File: config.mk
export PLATFORM = sky130hd
export DESIGN_NAME = alu_div_share_ctrl_flat
export DESIGN_NICKNAME = d
export VERILOG_FILES = /design/src/rtl/alu_div_share_ctrl_pkg.sv /design/src/rtl/alu_div_share_ctrl_if.sv /design/src/rtl/alu_div_share_ctrl_special.sv /design/src/rtl/alu_div_share_ctrl.sv /design/src/flat_wrapper.sv
export SDC_FILE = /design/constraint.sdc
export NUM_CORES = 1
export LEC_CHECK = 0
export ABC_AREA = 1
export CAP_MARGIN = 20
export CORE_AREA = 2 2 204 206
export CTS_BUF_LIST = sky130_fd_sc_hd__clkbuf_8
export DETAILED_ROUTE_END_ITERATION = 12
export DIE_AREA = 0 0 206 208
export GPL_TIMING_DRIVEN = 1
export SETUP_SLACK_MARGIN = 0.02
export SLEW_MARGIN = 20
export SYNTH_ARGS = -nofsm -noshare
export SYNTH_HDL_FRONTEND = slang
export SYNTH_SLANG_ARGS = --single-unit
File: constraint.sdc
create_clock -name clk -period 5.2 [get_ports clk]
set_input_delay 1.3 -clock clk [delete_from_list [all_inputs] [get_ports clk]]
set_output_delay 1.3 -clock clk [all_outputs]
set_load 0.05 [all_outputs]
File: src/rtl/alu_div_share_ctrl_pkg.sv
// Shared types and constant helpers for the shared-divider controller.
// Holds the FSM state encoding and the MIN / all-ones operand patterns.
package alu_div_share_ctrl_pkg;

    localparam int MAX_DATAW = 64;

    typedef enum logic [1:0] {
        ST_IDLE  = 2'd0,
        ST_ISSUE = 2'd1,
        ST_WAIT  = 2'd2,
        ST_RESP  = 2'd3
    } state_e;

    // Most negative two's-complement value of width w, zero-extended to MAX_DATAW.
    function automatic logic [MAX_DATAW-1:0] min_const(input int w);
        return {{(MAX_DATAW-1){1'b0}}, 1'b1} << (w - 1);
    endfunction

    function automatic logic [MAX_DATAW-1:0] ones_const(input int w);
        return {MAX_DATAW{1'b1}} >> (MAX_DATAW - w);
    endfunction

endpackage

File: src/rtl/alu_div_share_ctrl_if.sv
// Request/response, divider and status bus of the shared-divider controller.
// The slave modport is the controller's view; master is the surrounding system.
interface alu_div_share_ctrl_if #(
    parameter int NUM_REQS = 4,
    parameter int DATAW    = 32,
    parameter int TAGW     = 8
);
    logic [NUM_REQS-1:0]       req_valid;
    logic [NUM_REQS-1:0]       req_ready;
    logic [NUM_REQS*DATAW-1:0] req_dividend;
    logic [NUM_REQS*DATAW-1:0] req_divisor;
    logic [NUM_REQS-1:0]       req_signed;
    logic [NUM_REQS-1:0]       req_is_rem;
    logic [NUM_REQS*TAGW-1:0]  req_tag;

    logic                      div_start;
    logic [DATAW-1:0]          div_dividend;
    logic [DATAW-1:0]          div_divisor;
    logic                      div_signed;
    logic                      div_done;
    logic [DATAW-1:0]          div_quotient;
    logic [DATAW-1:0]          div_remainder;

    logic [NUM_REQS-1:0]       rsp_valid;
    logic [NUM_REQS-1:0]       rsp_ready;
    logic [DATAW-1:0]          rsp_data;
    logic [TAGW-1:0]           rsp_tag;

    logic                      busy;
    logic [31:0]               perf_grants;

    modport slave (
        input  req_valid, req_dividend, req_divisor, req_signed, req_is_rem, req_tag,
        output req_ready,
        output div_start, div_dividend, div_divisor, div_signed,
        input  div_done, div_quotient, div_remainder,
        output rsp_valid, rsp_data, rsp_tag,
        input  rsp_ready,
        output busy, perf_grants
    );

    modport master (
        output req_valid, req_dividend, req_divisor, req_signed, req_is_rem, req_tag,
        input  req_ready,
        input  div_start, div_dividend, div_divisor, div_signed,
        output div_done, div_quotient, div_remainder,
        input  rsp_valid, rsp_data, rsp_tag,
        output rsp_ready,
        input  busy, perf_grants
    );
endinterface

File: src/rtl/alu_div_share_ctrl_special.sv
// Detects RISC-V divide cases whose result is fixed by the ISA (divide by zero,
// signed overflow) so they can be answered without the iterative divider.
module alu_div_special
    import alu_div_share_ctrl_pkg::*;
#(
    parameter int DATAW = 32
) (
    input  logic [DATAW-1:0] dividend,
    input  logic [DATAW-1:0] divisor,
    input  logic             is_signed,
    output logic             is_special,
    output logic [DATAW-1:0] special_quotient,
    output logic [DATAW-1:0] special_remainder
);
    localparam logic [DATAW-1:0] MIN_V  = DATAW'(min_const(DATAW));
    localparam logic [DATAW-1:0] ONES_V = DATAW'(ones_const(DATAW));

    always_comb begin
        is_special        = 1'b0;
        special_quotient  = ONES_V;
        special_remainder = dividend;
        if (divisor == '0) begin
            is_special = 1'b1;
        end else if (is_signed && (dividend == MIN_V) && (divisor == ONES_V)) begin
            is_special        = 1'b1;
            special_quotient  = MIN_V;
            special_remainder = '0;
        end
    end
endmodule

File: src/rtl/alu_div_share_ctrl.sv
// Time-shares one iterative divider among NUM_REQS ALU blocks: round-robin
// grant, special-case bypass, divider sequencing and tagged response routing.
module alu_div_share_ctrl
    import alu_div_share_ctrl_pkg::*;
#(
    parameter int NUM_REQS = 4,
    parameter int DATAW    = 32,
    parameter int TAGW     = 8
) (
    input  logic                 clk,
    input  logic                 reset,
    alu_div_share_ctrl_if.slave  bus
);
    localparam int PTRW = (NUM_REQS > 1) ? $clog2(NUM_REQS) : 1;

    state_e               state, state_nxt;
    logic [PTRW-1:0]      rr_ptr, owner, grant_idx;
    logic                 grant_found, accept, owner_ready;
    logic [NUM_REQS-1:0]  grant_oh, owner_oh;

    logic [DATAW-1:0]     sel_dividend, sel_divisor;
    logic                 sel_signed, sel_rem;
    logic [TAGW-1:0]      sel_tag;

    logic [DATAW-1:0]     op_dividend, op_divisor, result;
    logic                 op_signed, op_rem;
    logic [TAGW-1:0]      op_tag;
    logic [31:0]          perf_q;

    logic                 is_special;
    logic [DATAW-1:0]     spec_q, spec_r;

    // First valid requester at or after rr_ptr, else first from index 0.
    always_comb begin
        grant_found = 1'b0;
        grant_idx   = '0;
        for (int i = 0; i < NUM_REQS; i++) begin
            if (!grant_found && bus.req_valid[i] && (PTRW'(i) >= rr_ptr)) begin
                grant_found = 1'b1;
                grant_idx   = PTRW'(i);
            end
        end
        for (int i = 0; i < NUM_REQS; i++) begin
            if (!grant_found && bus.req_valid[i]) begin
                grant_found = 1'b1;
                grant_idx   = PTRW'(i);
            end
        end
    end

    always_comb begin
        sel_dividend = '0;
        sel_divisor  = '0;
        sel_signed   = 1'b0;
        sel_rem      = 1'b0;
        sel_tag      = '0;
        grant_oh     = '0;
        owner_oh     = '0;
        for (int i = 0; i < NUM_REQS; i++) begin
            grant_oh[i] = (PTRW'(i) == grant_idx);
            owner_oh[i] = (PTRW'(i) == owner);
            if (PTRW'(i) == grant_idx) begin
                sel_dividend = bus.req_dividend[i*DATAW +: DATAW];
                sel_divisor  = bus.req_divisor[i*DATAW +: DATAW];
                sel_signed   = bus.req_signed[i];
                sel_rem      = bus.req_is_rem[i];
                sel_tag      = bus.req_tag[i*TAGW +: TAGW];
            end
        end
    end

    alu_div_special #(.DATAW(DATAW)) u_special (
        .dividend          (sel_dividend),
        .divisor           (sel_divisor),
        .is_signed         (sel_signed),
        .is_special        (is_special),
        .special_quotient  (spec_q),
        .special_remainder (spec_r)
    );

    // Gated by reset so req_ready stays low while the controller is held in reset.
    assign accept      = reset && (state == ST_IDLE) && grant_found;
    assign owner_ready = |(bus.rsp_ready & owner_oh);

    always_comb begin
        state_nxt = state;
        case (state)
            ST_IDLE:  if (accept) state_nxt = is_special ? ST_RESP : ST_ISSUE;
            ST_ISSUE: state_nxt = ST_WAIT;
            ST_WAIT:  if (bus.div_done) state_nxt = ST_RESP;
            ST_RESP:  if (owner_ready) state_nxt = ST_IDLE;
            default:  state_nxt = ST_IDLE;
        endcase
    end

    always_ff @(posedge clk or negedge reset) begin
        if (!reset) state <= ST_IDLE;
        else        state <= state_nxt;
    end

    always_ff @(posedge clk or negedge reset) begin
        if (!reset) begin
            rr_ptr      <= '0;
            owner       <= '0;
            op_dividend <= '0;
            op_divisor  <= '0;
            op_signed   <= 1'b0;
            op_rem      <= 1'b0;
            op_tag      <= '0;
            result      <= '0;
            perf_q      <= '0;
        end else begin
            if (accept) begin
                op_dividend <= sel_dividend;
                op_divisor  <= sel_divisor;
                op_signed   <= sel_signed;
                op_rem      <= sel_rem;
                op_tag      <= sel_tag;
                owner       <= grant_idx;
                rr_ptr      <= (grant_idx == PTRW'(NUM_REQS - 1)) ? '0 : grant_idx + 1'b1;
                perf_q      <= perf_q + 32'd1;
                if (is_special) result <= sel_rem ? spec_r : spec_q;
            end
            if ((state == ST_WAIT) && bus.div_done) begin
                result <= op_rem ? bus.div_remainder : bus.div_quotient;
            end
        end
    end

    assign bus.req_ready    = accept ? grant_oh : '0;
    assign bus.div_start    = (state == ST_ISSUE);
    assign bus.div_dividend = op_dividend;
    assign bus.div_divisor  = op_divisor;
    assign bus.div_signed   = op_signed;
    assign bus.rsp_valid    = (state == ST_RESP) ? owner_oh : '0;
    assign bus.rsp_data     = result;
    assign bus.rsp_tag      = op_tag;
    assign bus.busy         = (state != ST_IDLE);
    assign bus.perf_grants  = perf_q;
endmodule

File: src/flat_wrapper.sv
// flat-port wrapper written by rule: the top's interface ports become plain ports
module alu_div_share_ctrl_flat import alu_div_share_ctrl_pkg::*;
#(
    parameter int NUM_REQS = 4,
    parameter int DATAW    = 32,
    parameter int TAGW     = 8
)
  (clk, reset, bus_req_valid, bus_req_dividend, bus_req_divisor, bus_req_signed, bus_req_is_rem, bus_req_tag, bus_req_ready, bus_div_start, bus_div_dividend, bus_div_divisor, bus_div_signed, bus_div_done, bus_div_quotient, bus_div_remainder, bus_rsp_valid, bus_rsp_data, bus_rsp_tag, bus_rsp_ready, bus_busy, bus_perf_grants);
  alu_div_share_ctrl_if #(.NUM_REQS(NUM_REQS), .DATAW(DATAW), .TAGW(TAGW)) bus_i ();
  input  logic clk;
  input  logic reset;
  input wire logic [$bits(bus_i.req_valid)-1:0] bus_req_valid;
  input wire logic [$bits(bus_i.req_dividend)-1:0] bus_req_dividend;
  input wire logic [$bits(bus_i.req_divisor)-1:0] bus_req_divisor;
  input wire logic [$bits(bus_i.req_signed)-1:0] bus_req_signed;
  input wire logic [$bits(bus_i.req_is_rem)-1:0] bus_req_is_rem;
  input wire logic [$bits(bus_i.req_tag)-1:0] bus_req_tag;
  output wire logic [$bits(bus_i.req_ready)-1:0] bus_req_ready;
  output wire logic [$bits(bus_i.div_start)-1:0] bus_div_start;
  output wire logic [$bits(bus_i.div_dividend)-1:0] bus_div_dividend;
  output wire logic [$bits(bus_i.div_divisor)-1:0] bus_div_divisor;
  output wire logic [$bits(bus_i.div_signed)-1:0] bus_div_signed;
  input wire logic [$bits(bus_i.div_done)-1:0] bus_div_done;
  input wire logic [$bits(bus_i.div_quotient)-1:0] bus_div_quotient;
  input wire logic [$bits(bus_i.div_remainder)-1:0] bus_div_remainder;
  output wire logic [$bits(bus_i.rsp_valid)-1:0] bus_rsp_valid;
  output wire logic [$bits(bus_i.rsp_data)-1:0] bus_rsp_data;
  output wire logic [$bits(bus_i.rsp_tag)-1:0] bus_rsp_tag;
  input wire logic [$bits(bus_i.rsp_ready)-1:0] bus_rsp_ready;
  output wire logic [$bits(bus_i.busy)-1:0] bus_busy;
  output wire logic [$bits(bus_i.perf_grants)-1:0] bus_perf_grants;
  assign bus_i.req_valid = bus_req_valid;
  assign bus_i.req_dividend = bus_req_dividend;
  assign bus_i.req_divisor = bus_req_divisor;
  assign bus_i.req_signed = bus_req_signed;
  assign bus_i.req_is_rem = bus_req_is_rem;
  assign bus_i.req_tag = bus_req_tag;
  assign bus_req_ready = bus_i.req_ready;
  assign bus_div_start = bus_i.div_start;
  assign bus_div_dividend = bus_i.div_dividend;
  assign bus_div_divisor = bus_i.div_divisor;
  assign bus_div_signed = bus_i.div_signed;
  assign bus_i.div_done = bus_div_done;
  assign bus_i.div_quotient = bus_div_quotient;
  assign bus_i.div_remainder = bus_div_remainder;
  assign bus_rsp_valid = bus_i.rsp_valid;
  assign bus_rsp_data = bus_i.rsp_data;
  assign bus_rsp_tag = bus_i.rsp_tag;
  assign bus_i.rsp_ready = bus_rsp_ready;
  assign bus_busy = bus_i.busy;
  assign bus_perf_grants = bus_i.perf_grants;
  alu_div_share_ctrl #(.NUM_REQS(NUM_REQS), .DATAW(DATAW), .TAGW(TAGW)) u_core (.clk(clk), .reset(reset), .bus(bus_i));
endmodule
==> results of run 1 <==
==> layout by cell type (no fill, tap or decap), types with 2 or more instances in the layout <==
master,count
dfrtp_1,143
a21boi_1,6
clkinv_8,3
a22oi_1,10
buf_4,104
o21ai_1,4
o211ai_1,2
o31ai_1,8
ha_4,3
inv_2,4
nor4_1,7
ha_1,7
o21ai_0,107
inv_8,4
inv_1,57
a31oi_1,34
nand2_4,2
nand2_1,548
nand3_1,40
inv_6,6
clkbuf_8,17
clkinv_1,6
nor3_1,20
nor2_1,243
a21oi_1,95
or2_2,4
nor2_2,2
nand4_1,5
xor2_1,20
clkinvlp_4,2
clkdlybuf4s50_1,512
a21boi_0,2
a211oi_1,8
xnor2_1,11
buf_12,17
diode_2,4
==> per-layer routing <==
metal	vias to the layer above	GRT usage, %
li1	5956	-
met1	5687	28.3
met2	511	40.3
met3	67	5.33
met4	0	8.67
met5	-	0
==> through the flow <==
step / TNS (ps) / utilization, % / area (µm²) / worst slack, ps
3_5_place_dp: -10550 / 40.0 / 16200 / -361
3_3_place_gp: -5460 / 40.0 / 16200 / -183
2_1_floorplan: 0 / - / 9770 / 414
4_1_cts: 0 / 41.0 / 16600 / 41.1
5_1_grt: 0 / 41.0 / 16600 / 21.2
6_report: 0 / 41.0 / 16600 / 158
==> cells by family (layout without fill, tap and decap cells) <==
kind of cell    count (synthesis)  count (layout)  synth area share [%]
xor+xnor                       31              31                  2.78
fa+ha+maj                      10              10                  1.28
other cells                     0               4                     0
flops                         144             144                  36.9
compound gates                279             279                  15.8
simple gates                  879             879                  35.4
buf+inv                       161             733                  7.84
==> where the power goes <==
group          switching, W  internal, W  total (W)
clock network      0.000580     0.000364   0.000943
registers          0.000316      0.00155    0.00187
logic               0.00474      0.00266    0.00740
==> worst register-to-register path, delay by kind of cell, from the launching register on <==
kind | cells | cell delay [ps]
buffers and inverters | 6 | 890
DFF | 1 | 370
and+or+nand+nor | 18 | 2280
adders and majority gates | 1 | 190
AOI/OAI and AO/OA | 1 | 280
==> worst min path at each step <==
stage	start	end	slack, ps
finish	u_core.bus.perf_grants[31]$_DFFE_PN0P_	u_core.bus.perf_grants[31]$_DFFE_PN0P_	470
global route	u_core.bus.perf_grants[31]$_DFFE_PN0P_	u_core.bus.perf_grants[31]$_DFFE_PN0P_	480
CTS	u_core.bus.perf_grants[31]$_DFFE_PN0P_	u_core.bus.perf_grants[31]$_DFFE_PN0P_	480
detailed placement	u_core.bus.perf_grants[31]$_DFFE_PN0P_	u_core.bus.perf_grants[31]$_DFFE_PN0P_	460
global placement	u_core.bus.perf_grants[31]$_DFFE_PN0P_	u_core.bus.perf_grants[31]$_DFFE_PN0P_	460
floorplan	u_core.rr_ptr[0]$_DFFE_PN0P_	u_core.rr_ptr[0]$_DFFE_PN0P_	530
==> sequential cells by signal, summed over array words and instances (netlist names) <==
register                 count
u_core.op_rem                1
u_core.rr_ptr                2
u_core.bus.div_signed        1
u_core.bus.rsp_tag           8
u_core.bus.div_dividend     32
u_core.bus.rsp_data         32
u_core.bus.div_divisor      32
u_core.bus.perf_grants      32
u_core.owner                 2
u_core.state                 2
==> cell type report <==
cell class              instances  area, µm²
well taps                     532        666
inverters                      67        251
diodes                          4       10.0
fillers                      4255      23900
clock buffers                  17        234
multi-input cells            1199       5460
repair buffers                634       6260
clock inverters                15        161
flip-flops and latches        144       3600
==> repair_timing <==
action | CTS | global route
buffers inserted | 3 | 0
gates resized for setup | 0 | 5
endpoints found under the setup margin | 1 | 35
==> out/qor.csv, run 1 <==
stage;metric;value;unit
cts;cts_inserted_buffers;17;
route;first_pass_iters;5;
timing;rsz0062_at_grt;no;
critical_path;crit_slowest_cell;clkdlybuf4s50_1;
synthesis;postSynthCellCount;1504;
route;finalWirelength;51500;µm
die;die-area;42800;µm²
die;die_x;206;µm
die;dieHeight;208;µm
die;coreArea;40600;µm²
critical_path;cp-start-kind;input pin;
critical_path;worst-path-buf-inv;7;
route;wl_met1;21200;µm
critical_path;rr_endpoint;u_core.bus.rsp_data[9]$_DFFE_PN0P_;
placement;gp_congestion;0.968;
route;wl_met2;24800;µm
cts;cts_tree;yes;
synthesis;synth_top_area_cell;dfrtp_1;
timing;fmax;198;MHz
run_status;outcome;complete, no violations;
placement;placed_cells;2573;
critical_path;worstPathArrival;3740;ps
synthesis;ys_types;40;
synthesis;synth_common_cells;nand2_1 (549), nor2_1 (245), dfrtp_1 (144), o21ai_0 (109), a21oi_1 (95);
timing;timing.slew.headroom;38.7;%
timing;period_share;97.0;%
cts;clk_latency;470;ps
critical_path;setup.worst_path.start;bus_req_valid[0];
critical_path;crit_end;bus_req_ready[2];
synthesis;synth_seq_area_share;36.9;%
critical_path;crit_path_end_kind;primary output;
cts;path_clk_slew;90;ps
critical_path;worstSetupPathType;input pin to primary output;
worst_hold_path;min_path_cells;1;
timing;worst_pin_slew;918;ps
route;avgRoutedWirePerCell;19.7;µm
cts;htree_levels;4;
cts;cts_max_path_buffers;2;
worst_hold_path;worstHoldPathType;register to register;
route;routed_via_density;4.68;
timing;fin_crit;5040;ps
cts;cts_hold_buf;0;
power;leakagePower;7.52;nW
route;dr_wl_met3;3730;µm
synthesis;yosysWarnings;0;
critical_path;reg2regPathDepth;26;
route;vias;12221;
timing;drv_slew;0;
synthesis;ys.flop_type;dfrtp_1;
critical_path;path_cells;clkdlybuf4s50_1 -> inv_1 -> nor3_1 -> a21oi_1 -> nand2_1 -> nor3_2 -> nand2_1 -> o21ai_1 -> buf_4 -> ha_4 -> inv_2 -> buf_12 -> buf_4 -> nor2_1 -> buf_12;
cells_and_area;final_nets;2444;
synthesis;synth-edff-count;0;
critical_path;worstReg2RegStart;u_core.rr_ptr[1]$_DFFE_PN0P_;
power;ir_drop;0.281;mV
route;topRoutingLayerUsed;met4;
run;cap_violations;0;
critical_path;cp_max_fo;41;
synthesis;synth.top_cells.by_area;dfrtp_1 (37%), nand2_1 (21%), nor2_1 (9.4%);
power;finalPower;0.0102;W
power;power-per-cell-area;614;nW/µm²
cts;clock-sinks;144;
route;drtAntennaViolNets;0;
critical_path;crit_family;buffers and inverters;
synthesis;async_reset_ff_share;100;%
cells_and_area;syn_to_final_growth;70.4;%
timing;timing.hold.ws;471;ps
grt;grt_pass1_wl;74900;µm
die;rows;74;
synthesis;ys_seq_elements;144;
synthesis;yosysMostFrequentCell;nand2_1;
synthesis;yosys.area.top_type_share;36.9;%
cells_and_area;stdcell_count;2612;
cells_and_area;drive_above_1_share;8.43;%
placement;post-dp-hpwl;41500;µm
route;drtIter0Drc;919;
die;start_util;24.1;%
timing;finClkSkew;14.3;ps
grt;grt_antenna_before_repair;4;
critical_path;worst-path-stages;15;
placement;port_buffers;517;
grt;first_global_vias;12377;
grt;track_usage;23.5;%
critical_path;cpPeakStageDelay;450;ps
route;drt_drc_violations_left;0;
synthesis;synth_fp_nets;1885;
timing;final-setup-viol-count;0;
grt;gr-total-overflow;0;
timing;hold_violations;0;
grt;grt_max_degree;60;
synthesis;syn_avg_cell_area;6.49;µm²
cts;cts_root_buffer;clkbuf_8;
critical_path;crit_required;3900;ps
critical_path;r2r_slack;1140;ps
die;io_pins;518;
synthesis;synthesis.area;9770;µm²
No activity file was read; power rests on OpenSTA's default activity.
==> inputs of run 2 (changes only) <==
--- a/config.mk
+++ b/config.mk
@@ -7,11 +7,14 @@
 export LEC_CHECK = 0
 export ABC_AREA = 1
 export CAP_MARGIN = 20
+export CELL_PAD_IN_SITES_DETAIL_PLACEMENT = 0
+export CELL_PAD_IN_SITES_GLOBAL_PLACEMENT = 1
 export CORE_AREA = 2 2 204 206
 export CTS_BUF_LIST = sky130_fd_sc_hd__clkbuf_8
 export DETAILED_ROUTE_END_ITERATION = 12
 export DIE_AREA = 0 0 206 208
 export GPL_TIMING_DRIVEN = 1
+export PLACE_DENSITY_LB_ADDON = 0.1
 export SETUP_SLACK_MARGIN = 0.02
 export SLEW_MARGIN = 20
 export SYNTH_ARGS = -nofsm -noshare
==> run 2 against run 1 <==
Effect of this change:
- die area did not move
- clock power fell by 4.7%
- via count fell by 1.8%
- combinational power fell by 1%
- sequential share of layout area rose by 0.13 points
- register-to-register slack improved by 120 ps
- clock skew rose by 3.4 ps
- critical path type unchanged
==> out/qor.csv, run 2 (synthesized netlist as in run 1, its figures left out) <==
stage;metric;value;unit;change
grt;gr-total-overflow;0;;unchanged
grt;grt_antenna_before_repair;14;;+10
cts;path_clk_slew;90;ps;about the same
route;drt_drc_violations_left;0;;unchanged
critical_path;cpPeakStageDelay;520;ps;+70 ps
power;power-per-cell-area;607;nW/µm²;-1.1%
cells_and_area;finalInstanceArea;16500;µm²;-0.64%
cells_and_area;multi_input_area;5460;µm²;about the same
placement;placed_cells;2560;;-0.51%
critical_path;reg2regPathDepth;26;;unchanged
critical_path;worst-path-buf-inv;7;;unchanged
placement;gp_congestion;0.923;;-4.7%
timing;timing.slew.headroom;38.7;%;-0.040 points
cells_and_area;syn_to_final_growth;69.3;%;
die;rows;74;;unchanged
cts;cts_tree;yes;;
critical_path;setup.worst_path.start;bus_req_valid[0];;
run_status;outcome;complete, no violations;;
timing;rsz0062_at_grt;no;;
cells_and_area;final_nets;2433;;-0.45%
die;start_util;24.1;%;unchanged
die;io_pins;518;;unchanged
placement;detailed_place.area;16100;µm²;-0.83%
cells_and_area;drive_above_1_share;7.75;%;-0.68 points
critical_path;crit_family;buffers and inverters;;
grt;track_usage;24.4;%;+0.95 points
cells_and_area;finalCoreUtilization;40.8;%;-0.26 points
cells_and_area;layout_commonest_cell;nand2_1;;
grt;grt_pass1_wl;77200;µm;+3.1%
timing;worst_pin_slew;919;ps;+0.600 ps
route;finalWirelength;53400;µm;+3.7%
die;coreArea;40600;µm²;unchanged
critical_path;path_cells;clkdlybuf4s50_1 -> inv_1 -> nor3_1 -> a21oi_1 -> nand2_1 -> nor3_2 -> buf_4 -> nand2_1 -> and3_1 -> buf_4 -> ha_4 -> inv_4 -> buf_12 -> nor2_1 -> buf_12;;
cells_and_area;regArea;3600;µm²;about the same
power;ir_drop;0.197;mV;-30%
timing;fmax;201;MHz;+1.2%
run;cap_violations;0;;unchanged
route;drtIter0Drc;646;;-30%
cells_and_area;most-common-layout-cells;nand2_1 (548), clkdlybuf4s50_1 (512), nor2_1 (244);;
timing;finClkSkew;17.6;ps;+3.35 ps
cts;htree_levels;4;;unchanged
critical_path;worst-path-stages;15;;unchanged
cts;cts_inserted_buffers;17;;unchanged
worst_hold_path;min_path_cells;1;;unchanged
route;first_pass_iters;4;;-1
route;routed_via_density;4.61;;-1.5%
cells_and_area;stdcell_count;2604;;-0.31%
critical_path;worstReg2RegStart;u_core.rr_ptr[0]$_DFFE_PN0P_;;
timing;drv_slew;0;;unchanged
grt;grt_max_degree;64;;+6.7%
timing;fin_ws;217;ps;+58.6 ps
critical_path;cp_max_fo;14;;-66%
cts;cts_root_buffer;clkbuf_8;;
placement;pre_cts_ws;-191;ps;+169 ps
cts;clock-sinks;144;;unchanged
timing;period_share;95.8;%;-1.1 points
route;drtAntennaViolNets;0;;unchanged
critical_path;worstPathArrival;3680;ps;-60 ps
timing;fin_crit;4980;ps;-58.6 ps
timing;timing.hold.ws;482;ps;+11.3 ps
route;vias;12003;;-1.8%
timing;final-setup-viol-count;0;;unchanged
critical_path;crit_slowest_cell;clkdlybuf4s50_1;;
timing;hold_violations;0;;unchanged
critical_path;r2r_slack;1260;ps;+120 ps
die;die-area;42800;µm²;unchanged
die;die_x;206;µm;unchanged
worst_hold_path;worstHoldPathType;register to register;;
die;dieHeight;208;µm;unchanged
critical_path;rr_endpoint;u_core.bus.rsp_data[15]$_DFFE_PN0P_;;
cts;cts_hold_buf;0;;unchanged
grt;first_global_vias;12327;;-0.40%
placement;post-dp-hpwl;42500;µm;+2.4%
critical_path;crit_path_end_kind;primary output;;
critical_path;worstSetupPathType;input pin to primary output;;
cells_and_area;fill_cells;4383;;+3.0%
critical_path;crit_required;3900;ps;about the same
route;avgRoutedWirePerCell;20.5;µm;+4.0%
power;leakagePower;7.46;nW;-0.77%
placement;port_buffers;517;;unchanged
critical_path;cp-start-kind;input pin;;
cts;clk_latency;490;ps;+20 ps
critical_path;crit_end;bus_req_ready[2];;
cts;cts_max_path_buffers;2;;unchanged
run 2: changes by cell type in the layout (fill, tap and decap cells not counted), moves of 3 or more:
cell      delta
diode_2      +4
clkinv_8     -3
clkinv_2     +3
inv_6        -3
inv_8        -4
buf_12       -3
buf_4       -10
run 2: routing by layer:
metal,vias up,wire length [µm],GRT usage (%)
met3,66,3830,6.69
met4,12,1420,8.47
met2,423,26200,42.5
met5,-,71,0
li1,5942,-,-
met1,5560,21900,28.5
run 2: worst min path at each step:
stage | endpoint | start | slack [ps]
detailed placement | u_core.bus.rsp_data[27]$_DFFE_PN0P_ | u_core.bus.rsp_data[27]$_DFFE_PN0P_ | 460
global route | u_core.bus.perf_grants[31]$_DFFE_PN0P_ | u_core.bus.perf_grants[31]$_DFFE_PN0P_ | 500
CTS | u_core.bus.rsp_data[27]$_DFFE_PN0P_ | u_core.bus.rsp_data[27]$_DFFE_PN0P_ | 490
finish | u_core.bus.perf_grants[31]$_DFFE_PN0P_ | u_core.bus.perf_grants[31]$_DFFE_PN0P_ | 480
global placement | u_core.bus.perf_grants[31]$_DFFE_PN0P_ | u_core.bus.perf_grants[31]$_DFFE_PN0P_ | 460
floorplan | u_core.rr_ptr[0]$_DFFE_PN0P_ | u_core.rr_ptr[0]$_DFFE_PN0P_ | 530
run 2: final cells by class:
type,instances,area share [%]
antenna,8,0.121
clock buffer,18,1.50
clock inverter,13,0.696
inverter,67,1.55
multi-input combinational,1199,33.0
sequential,144,21.8
tap,532,4.03
timing repair buffer,623,37.3
run 2: repair_timing:
action                                  in CTS  in global routing
endpoints found under the setup margin       1                  8
buffers inserted                             0                  3
gates cloned                                 0                  2
resized for setup                            1                  6
run 2: metrics by stage:
stage	power (W)	setup TNS [ps]
after floorplan	0.00598	0
after global placement	0.00914	-563
after detailed placement	0.00916	-5240
after CTS	0.0101	0
after global routing	0.0108	0
final	0.0100	0
run 2: where the power goes:
part,switching [W],internal [W]
Combinational,0.00471,0.00260
Sequential,0.000279,0.00155
Clock,0.000510,0.000389
Total,0.00550,0.00454
==> inputs of run 3 (changes only) <==
--- a/config.mk
+++ b/config.mk
@@ -14,7 +14,7 @@
 export DETAILED_ROUTE_END_ITERATION = 12
 export DIE_AREA = 0 0 206 208
 export GPL_TIMING_DRIVEN = 1
-export PLACE_DENSITY_LB_ADDON = 0.1
+export PLACE_DENSITY = 0.76
 export SETUP_SLACK_MARGIN = 0.02
 export SLEW_MARGIN = 20
 export SYNTH_ARGS = -nofsm -noshare
==> run 3 against run 2 <==
Effect of this change:
- clock power rose by 6.5%
- critical path depth is 2 lower
- non-clock buffer count shrank 20
- core utilization shrank 0.21 points
- sequential share of layout area up 0.11 points
- power shrank 0.23%
- first-iteration DRC count is 16% higher
- cell area decreased by 0.51%
- wire length decreased by 3.7%
- maximum frequency increased by 2.2%
- die area unchanged
- critical endpoint is now bus_req_ready[1]
- highest routed layer is now met4
==> out/qor.csv, run 3 (synthesized netlist as in run 1, its figures left out) <==
stage;metric;value;unit;change
run_status;outcome;complete, no violations;;
cts;cts_max_path_buffers;2;;unchanged
grt;track_usage;23.2;%;-1.2 points
critical_path;cpPeakStageDelay;450;ps;-70 ps
route;drt_drc_violations_left;0;;unchanged
placement;port_buffers;517;;unchanged
die;die_x;206;µm;unchanged
critical_path;worstSetupPathType;input pin to primary output;;
timing;rsz0062_at_grt;no;;
die;dieHeight;208;µm;unchanged
cells_and_area;syn_to_final_growth;68.5;%;
die;rows;74;;unchanged
route;first_pass_iters;5;;+1
timing;finClkSkew;13.9;ps;-3.69 ps
cts;htree_levels;4;;unchanged
timing;period_share;93.8;%;-2.0 points
cells_and_area;most-common-layout-cells;nand2_1 (547), clkdlybuf4s50_1 (511), nor2_1 (241);;
route;drtIter0Drc;749;;+16%
die;coreArea;40600;µm²;unchanged
placement;detailed_place.area;15900;µm²;-0.95%
critical_path;crit_required;3900;ps;about the same
timing;fmax;205;MHz;+2.2%
timing;fin_crit;4880;ps;-107 ps
critical_path;setup.worst_path.start;bus_req_valid[1];;
power;leakagePower;7.40;nW;-0.84%
die;die-area;42800;µm²;unchanged
route;avgRoutedWirePerCell;19.9;µm;-2.8%
grt;grt_pass1_wl;74600;µm;-3.4%
run;cap_violations;0;;unchanged
cells_and_area;drive_above_1_share;7.24;%;-0.51 points
grt;grt_max_degree;65;;+1.6%
timing;worst_pin_slew;946;ps;+27.1 ps
placement;post-dp-hpwl;40600;µm;-4.4%
critical_path;rr_endpoint;u_core.bus.rsp_data[6]$_DFFE_PN0P_;;
cells_and_area;finalCoreUtilization;40.6;%;-0.21 points
power;finalPower;0.0100;W;-0.23%
critical_path;r2r_slack;1160;ps;-100 ps
cells_and_area;final_nets;2414;;-0.78%
critical_path;cp_max_fo;15;;+1
cts;cts_tree;yes;;
power;ir_drop;0.242;mV;+23%
power;intPower;0.00448;W;-1.4%
route;drtAntennaViolNets;0;;unchanged
critical_path;worstPathArrival;3580;ps;-100 ps
route;routed_via_density;4.73;;+2.6%
cts;clk_latency;480;ps;about the same
placement;pre_cts_ws;-280;ps;-88.7 ps
cts;clock-sinks;144;;unchanged
cells_and_area;fill_cells;4280;;-2.3%
die;io_pins;518;;unchanged
cts;path_clk_slew;80;ps;about the same
cells_and_area;layout_commonest_cell;nand2_1;;
worst_hold_path;worstHoldPathType;register to register;;
route;finalWirelength;51400;µm;-3.7%
critical_path;worstReg2RegStart;u_core.rr_ptr[0]$_DFFE_PN0P_;;
power;swShare;55.3;%;+0.53 points
cts;cts_hold_buf;0;;unchanged
power;power_switching;0.00554;W;+0.72%
cells_and_area;finalInstanceArea;16500;µm²;-0.51%
critical_path;path_cells;clkdlybuf4s50_1 -> a21oi_1 -> nand2_1 -> nor3_4 -> nand2_1 -> and3_1 -> inv_2 -> ha_4 -> buf_12 -> inv_1 -> buf_4 -> nor2_4 -> buf_12;;
grt;gr-total-overflow;0;;unchanged
timing;timing.slew.headroom;36.9;%;-1.8 points
power;power-per-cell-area;609;nW/µm²;+0.28%
cts;cts_inserted_buffers;17;;unchanged
cts;cts_root_buffer;clkbuf_8;;
timing;fin_ws;324;ps;+107 ps
grt;grt_antenna_before_repair;3;;-11
critical_path;reg2regPathDepth;26;;unchanged
timing;drv_slew;0;;unchanged
route;vias;12198;;+1.6%
die;start_util;24.1;%;unchanged
critical_path;crit_path_end_kind;primary output;;
grt;first_global_vias;12351;;+0.19%
timing;tns;0;ps;unchanged
power;pwr-share-comb;72.0;%;-0.8 points
power;clockPowerShare;9.6;%;+0.7 points
critical_path;crit_slowest_cell;clkdlybuf4s50_1;;
critical_path;crit_end;bus_req_ready[1];;
placement;gp_congestion;0.948;;+2.8%
critical_path;cp-start-kind;input pin;;
timing;hold_violations;0;;unchanged
power;seqPwrFrac;18.4;%;+0.2 points
timing;final-setup-viol-count;0;;unchanged
==> run 3: cell types whose count changed in the layout (fill, tap and decap cells not counted), sizes merged <==
| cell | change |
|---|---|
| bufinv | +1 |
| clkinv | -3 |
| clkinvlp | -1 |
| clkdlybuf4s50 | -1 |
| nor2 | +1 |
| buf | -19 |
| diode | -5 |
| inv | +2 |
| dlymetal6s2s | +1 |
==> run 3: worst min-delay path by stage <==
| stage | from | to | slack (ps) | depth (start not counted) |
|---|---|---|---|---|
| floorplan | u_core.rr_ptr[0]$_DFFE_PN0P_ | u_core.rr_ptr[0]$_DFFE_PN0P_ | 530 | 2 |
| global placement | u_core.bus.perf_grants[31]$_DFFE_PN0P_ | u_core.bus.perf_grants[31]$_DFFE_PN0P_ | 460 | 1 |
| detailed placement | u_core.bus.perf_grants[31]$_DFFE_PN0P_ | u_core.bus.perf_grants[31]$_DFFE_PN0P_ | 470 | 1 |
| CTS | u_core.bus.perf_grants[31]$_DFFE_PN0P_ | u_core.bus.perf_grants[31]$_DFFE_PN0P_ | 480 | 1 |
| global route | u_core.bus.perf_grants[31]$_DFFE_PN0P_ | u_core.bus.perf_grants[31]$_DFFE_PN0P_ | 500 | 1 |
| finish | u_core.bus.perf_grants[31]$_DFFE_PN0P_ | u_core.bus.perf_grants[31]$_DFFE_PN0P_ | 470 | 1 |
==> run 3: final cells by class <==
cell class	instances	area (µm²)	share of cell area [%]
Inverter	67	256	1.56
Antenna cell	3	7.51	0.0456
Clock buffer	19	262	1.59
Timing Repair Buffer	603	6020	36.6
Clock inverter	12	135	0.821
Tap cell	532	666	4.05
Multi-Input combinational cell	1200	5500	33.4
Sequential cell	144	3600	21.9
==> run 3: per-stage QoR <==
step                hold slack, ps  cells
floorplan                      528   1504
global placement               459   2538
detailed placement             469   2538
CTS                            481   2569
global route                   498   2580
finish                         471   2580
==> run 3: timing repair <==
item                       in CTS  in global routing
pin swaps                       0                  3
setup endpoints to repair       1                 34
cloned                          0                  2
setup buffers                   0                  6
resized for setup               1                 16
==> run 3: metal layers <==
layer	track usage (%)	vias to the layer above	routed length, µm
met5	0	-	0
met3	5.39	85	3730
met2	39.5	507	24600
met1	27.9	5711	21200
met4	9.90	0	1910
li1	-	5895	-
==> run 3: worst max-delay path, delay by kind of cell <==
kind | cells | cell delay (ps)
adder cells (fa/ha/maj) | 1 | 160
buffers and inverters | 6 | 1120
AND/OR/NAND/NOR | 5 | 780
AO/OA/AOI/OAI | 1 | 210
==> run 3: power by group through the flow <==
stage | logic (W) | registers [W] | clock network (W)
after floorplan | 0.00279 | 0.00319 | 0
after global placement | 0.00711 | 0.00186 | 0
after detailed placement | 0.00714 | 0.00186 | 0
after CTS | 0.00716 | 0.00185 | 0.000991
after global routing | 0.00783 | 0.00190 | 0.00103
final | 0.00721 | 0.00185 | 0.000957
==> RTL change 1: new RTL, settings of run 3 <==
Encoding of `state_e`: now one-hot (4 bits for 4 states).
--- a/src/rtl/alu_div_share_ctrl_pkg.sv
+++ b/src/rtl/alu_div_share_ctrl_pkg.sv
@@ -4,11 +4,11 @@
 
     localparam int MAX_DATAW = 64;
 
-    typedef enum logic [1:0] {
-        ST_IDLE  = 2'd0,
-        ST_ISSUE = 2'd1,
-        ST_WAIT  = 2'd2,
-        ST_RESP  = 2'd3
+    typedef enum logic [3:0] {
+        ST_IDLE  = 4'b0001,
+        ST_ISSUE = 4'b0010,
+        ST_WAIT  = 4'b0100,
+        ST_RESP  = 4'b1000
     } state_e;
 
     // Most negative two's-complement value of width w, zero-extended to MAX_DATAW.
Check against the original RTL: no difference found for any inputs over 4 cycles, from zero or initial values and one cycle with reset low; so few cycles prove little.
==> RTL change 1 against run 3 <==
Final area down 0.20%; sequential cell count up 2; count of clock-buffer cells in the layout decreased by 1; final cell count is 2.6% higher; clock power fell by 5.4%; global-route usage rose by 1.1 points; via count up 1.4%; sequential power up 2%; register-to-register slack improved by 150 ps; critical endpoint is now bus_req_ready[3]; worst setup slack better by 37 ps; sequential share of layout area up 0.36 points; largest power group unchanged; area after synthesis increased by 4.2%; wire length rose by 2.5%; power is 2.6% lower.
==> RTL change 1: results (changes against run 3) <==
status -> finished, final reports clean (unchanged)
Seq pwr share -> 0.194 (was 0.184)
CTS resizes -> 0 (was 1)
critical path peak fanout -> 7 (was 15)
# fillers -> 4334 (was 4280)
DP HPWL -> 42.7 mm (was 40.6 mm)
Cell Count Post-Placement -> 2613 (was 2538)
pre-CTS WS -> -196 ps (was -280 ps)
register bit total from synthesis -> 146 (was 144)
global-route wire length before repair -> 77.7 mm (was 74.6 mm)
Switching Fraction -> 0.571 (was 0.553)
gp weighted congestion -> 0.890 (was 0.948)
CLK BUF -> 18 (was 19)
fraction of area in multi-input gates -> 0.350 (was 0.334)
vias in the first global route -> 12.7k (was 12.4k)
ClkCell Share -> 0.0226 (was 0.0241)
Nets -> 2477 (was 2414)
Syn Inst Count -> 1618 (was 1504)
Rel. slew slack -> 0.307 (was 0.369)
Cell Pwr Density -> 594 mW/mm^2 (was 609 mW/mm^2)
most instantiated cells after synthesis -> 682 x nand2_1, 231 x nor2_1, 145 x dfrtp_1 (was 549 x nand2_1, 245 x nor2_1, 144 x dfrtp_1)
Register Area -> 0.00366 sq mm (was 0.00360 sq mm)
total global-route track usage -> 0.244 (was 0.232)
Multi-In Gates -> 1291 (was 1200)
final instance area -> 0.0164 sq mm (was 0.0165 sq mm)
Via density -> 4.67 (was 4.73)
combinational cell power -> 6.96 mW (was 7.21 mW)
initial antenna violation count -> 6 (was 3)
non-clock buffer instance count of the final layout -> 560 (was 603)
Max IR drop VDD -> 163 uV (was 242 uV)
largest net degree at the start of global routing -> 72 (was 65)
Synth area leaders -> dfrtp_1 36%, nand2_1 25%, nor2_1 8.5%, a21oi_1 4.3%, nand3_1 3.6% (was dfrtp_1 37%, nand2_1 21%, nor2_1 9.4%, o21ai_0 5.6%, a21oi_1 4.9%)
inverters -> 85 (was 67)
Net Count, Synth -> 1994 (was 1885)
drt total wl -> 52.7 mm (was 51.4 mm)
Clock Skews -> 16.4 ps (was 13.9 ps)
Leak -> 7.51 nW (was 7.40 nW)
routed len/inst -> 19.9 um (about the same)
Finished Core Util -> 0.405 (was 0.406)
==> RTL change 1: cell types whose count changed in the layout (fill, tap and decap cells not counted), moves of 4 or more <==
cell	delta
nand2_1	+134
o21ai_0	-59
buf_4	-40
nand3_1	+33
inv_1	+19
nand4_1	+16
nor2_1	-11
a21oi_1	-6
ha_1	-5
xor2_1	-4
==> RTL change 1: final timing paths <==
kind                                            start                          to  slack, ps
max                                  bus_req_valid[2]            bus_req_ready[3]        360
min                        u_core.bus.perf_grants[31]  u_core.bus.perf_grants[31]        480
max reg2reg                          u_core.rr_ptr[1]     u_core.bus.rsp_data[13]       1310
min reg2reg                u_core.bus.perf_grants[31]  u_core.bus.perf_grants[31]        480
max in group asynchronous                       reset  u_core.bus.div_divisor[23]       2730
min in group asynchronous                       reset             u_core.state[3]        740
==> RTL change 1: worst max-delay path, cell delays in order <==
cell and delay (ps):
clkdlybuf4s50_1 480, a21o_1 220, nor2_1 190, nand3_1 90, nand2_1 190, buf_4 170, ha_4 210, inv_1 130
buf_4 190, nor2_1 190, buf_12 170
==> RTL change 1: per-layer routing <==
metal	share of wire	global-route usage	vias up
met2	0.48	0.415	448
met5	0.00059	0	-
met1	0.41	0.296	5730
met3	0.073	0.0612	74
li1	-	-	6108
met4	0.034	0.0860	4
==> RTL change 1: logic make-up (layout without fill, tap and decap cells) <==
group,count (synthesis),after routing,share of synthesized area
AOI/OAI and AO/OA,212,212,0.119
xor gates and xnor gates,30,30,0.0258
adders and majority gates,5,5,0.00615
buffers and inverters,181,676,0.0814
DFF,146,146,0.359
other,0,3,0
and+or+nand+nor,1044,1044,0.408
==> RTL change 2: new RTL, flow settings as in run 3 <==
Without the edit above. `TAGW` is set to 8 in 3 places; all go to 4.
--- a/src/rtl/alu_div_share_ctrl_if.sv
+++ b/src/rtl/alu_div_share_ctrl_if.sv
@@ -3,7 +3,7 @@
 interface alu_div_share_ctrl_if #(
     parameter int NUM_REQS = 4,
     parameter int DATAW    = 32,
-    parameter int TAGW     = 8
+    parameter int TAGW     = 4
 );
     logic [NUM_REQS-1:0]       req_valid;
     logic [NUM_REQS-1:0]       req_ready;
--- a/src/rtl/alu_div_share_ctrl.sv
+++ b/src/rtl/alu_div_share_ctrl.sv
@@ -5,7 +5,7 @@
 #(
     parameter int NUM_REQS = 4,
     parameter int DATAW    = 32,
-    parameter int TAGW     = 8
+    parameter int TAGW     = 4
 ) (
     input  logic                 clk,
     input  logic                 reset,
--- a/src/flat_wrapper.sv
+++ b/src/flat_wrapper.sv
@@ -3,7 +3,7 @@
 #(
     parameter int NUM_REQS = 4,
     parameter int DATAW    = 32,
-    parameter int TAGW     = 8
+    parameter int TAGW     = 4
 )
   (clk, reset, bus_req_valid, bus_req_dividend, bus_req_divisor, bus_req_signed, bus_req_is_rem, bus_req_tag, bus_req_ready, bus_div_start, bus_div_dividend, bus_div_divisor, bus_div_signed, bus_div_done, bus_div_quotient, bus_div_remainder, bus_rsp_valid, bus_rsp_data, bus_rsp_tag, bus_rsp_ready, bus_busy, bus_perf_grants);
   alu_div_share_ctrl_if #(.NUM_REQS(NUM_REQS), .DATAW(DATAW), .TAGW(TAGW)) bus_i ();
Ports: changed (resized bus_req_tag and bus_rsp_tag); port bits go from 518 to 498. The function was not compared with the original's and may differ.
==> RTL change 2 against run 3 <==
Sequential share of layout area down 0.46 points; core utilization down 0.29 points; die area unchanged; area after synthesis down 3.6%; final area down 0.71%; worst setup slack worse by 33 ps; sequential cell count down 4; power up 0.92%; hold slack worse by 1.5 ps; wire length down 4.6%; register-to-register slack better by 40 ps; critical path depth unchanged; global-route usage down 0.55 points; largest cell class unchanged.
==> RTL change 2: results (changes against run 3) <==
worst-case clock buffer depth -> 2 (unchanged)
Via density -> 4.60 (was 4.73)
layout cell share with drive strength beyond 1 -> 0.0912 (was 0.0724)
clk slew on worst S/H paths -> 70 ps
Clock Skews -> 14.5 ps (was 13.9 ps)
Distinct cells, synth -> 35 (was 40)
gp weighted congestion -> 0.939 (was 0.948)
mean post-synth cell area -> 6.44 sq um (was 6.49 sq um)
wire length on met3 -> 3.13 mm (was 3.73 mm)
# fillers -> 4280 (unchanged)
Critical Path AT -> 3610 ps (was 3580 ps)
initial antenna violation count -> 4 (was 3)
Critical Path Max Stage Delay -> 430 ps (was 450 ps)
met1 usage -> 0.278 (was 0.279)
commonest register cell after synthesis -> dfrtp_1 (unchanged)
Cell Int Power -> 4.74 mW (was 4.48 mW)
initial detailed-routing violation count -> 740 (was 749)
H-tree depth -> 4 (unchanged)
clk_lat worst skew -> 480 ps (about the same)
largest net degree at the start of global routing -> 72 (was 65)
Vias -> 11.8k (was 12.2k)
CP max stage cell -> clkdlybuf4s50_1 (unchanged)
HP Class -> register to register (unchanged)
Leak -> 7.47 nW (was 7.40 nW)
post-CTS setup buffer count -> 0 (unchanged)
port bufs -> 497 (was 517)
post-synthesis async set-or-reset flop share -> 1.00 (unchanged)
total clock network power -> 1.07 mW (was 0.957 mW)
Post-synth EDFFs -> 0 (unchanged)
Worst Tran Pin Value -> 1020 ps (was 946 ps)
DP HPWL -> 39.8 mm (was 40.6 mm)
post-synthesis mux area share -> 0 (unchanged)
CTS resizes -> 0 (was 1)
CTS buffer count -> 17 (unchanged)
Nets -> 2380 (was 2414)
Cell Pwr Density -> 619 mW/mm^2 (was 609 mW/mm^2)
Gate power share -> 0.716 (was 0.720)
CTS Root Cell -> clkbuf_8 (unchanged)
most instantiated cells after synthesis -> 528 x nand2_1, 235 x nor2_1, 140 x dfrtp_1 (was 549 x nand2_1, 245 x nor2_1, 144 x dfrtp_1)
status -> finished, final reports clean (unchanged)
wl on met1 -> 20.6 mm (was 21.2 mm)
grt met2 use -> 0.393 (was 0.395)
met3 Usage GRT -> 0.0453 (was 0.0539)
Net Count, Synth -> 1826 (was 1885)
Synth Area in Compound Gates -> 0.154 (was 0.158)
critical path peak fanout -> 11 (was 15)
Cell Count Post-Placement -> 2526 (was 2538)
global-route wire length before repair -> 72.3 mm (was 74.6 mm)
routed len/inst -> 19.2 um (was 19.9 um)
TritonRoute pass-1 iters -> 5 (unchanged)
Synth Area in XOR/XNOR -> 0.0288 (was 0.0278)
Met2 Wirelength -> 24.0 mm (was 24.6 mm)
Synth area leaders -> dfrtp_1 37%, nand2_1 21%, nor2_1 9.4%, o21ai_0 5.8%, a21oi_1 5.2% (was dfrtp_1 37%, nand2_1 21%, nor2_1 9.4%, o21ai_0 5.6%, a21oi_1 4.9%)
total global-route track usage -> 0.227 (was 0.232)
Adder-Cell Fraction of Synth Area -> 0.0133 (was 0.0128)
Synthesis Warnings -> 0 (unchanged)
delay-heaviest family, CP -> buffers and inverters (unchanged)
Max IR drop VDD -> 255 uV (was 242 uV)
uppermost layer routed -> met5 (was met4)
register area share after synthesis -> 0.372 (was 0.369)
==> RTL change 2: cell types whose count changed in the layout (fill, tap and decap cells not counted), sizes merged, moves of 5 or more <==
cell                  run 3  this run
buf                      90       132
clkdlybuf4s50           511       491
clkinv                    8         2
inv                      67        72
nand2                   551       529
nand3                    41        50
nand4                     5        10
nor2                    247       236
nor3                     21        15
==> RTL change 2: metrics by stage <==
| step | instance area [sq um] | worst slack (ps) |
|---|---|---|
| after global routing | 16300 | 69.5 |
| final | 16300 | 290 |
| after global placement | 15800 | -347 |
| after detailed placement | 15800 | -353 |
| after floorplan | 9410 | 372 |
| after CTS | 16300 | 31.8 |
==> RTL change 2: area by class of cell <==
cell class | count | area, sq um | area share
Inverter | 68 | 259 | 0.0159
Sequential cell | 140 | 3500 | 0.214
Clock inverter | 14 | 216 | 0.0133
Antenna cell | 3 | 7.51 | 0.000460
Timing Repair Buffer | 625 | 6170 | 0.377
Clock buffer | 18 | 248 | 0.0152
Multi-Input combinational cell | 1163 | 5270 | 0.323
Tap cell | 532 | 666 | 0.0408
==> RTL change 2: path summary, 6_finish.rpt <==
path	end	slack, ps	cells after the start	start
min in group asynchronous	u_core.bus.div_divisor[27]	580	1	reset
worst max-delay path	bus_req_ready[1]	290	13	bus_req_valid[1]
worst max register to register	u_core.bus.rsp_data[1]	1200	27	u_core.rr_ptr[0]
max in group asynchronous	u_core.bus.div_dividend[3]	2780	3	reset
worst min-delay path	u_core.bus.perf_grants[31]	470	1	u_core.bus.perf_grants[31]
worst min register to register	u_core.bus.perf_grants[31]	470	1	u_core.bus.perf_grants[31]
==> RTL change 2: logic make-up after synthesis <==
group	count (synthesis)
simple gates	855
compound gates	267
buf+inv	158
flops	140
xor+xnor	31
fa+ha+maj	10
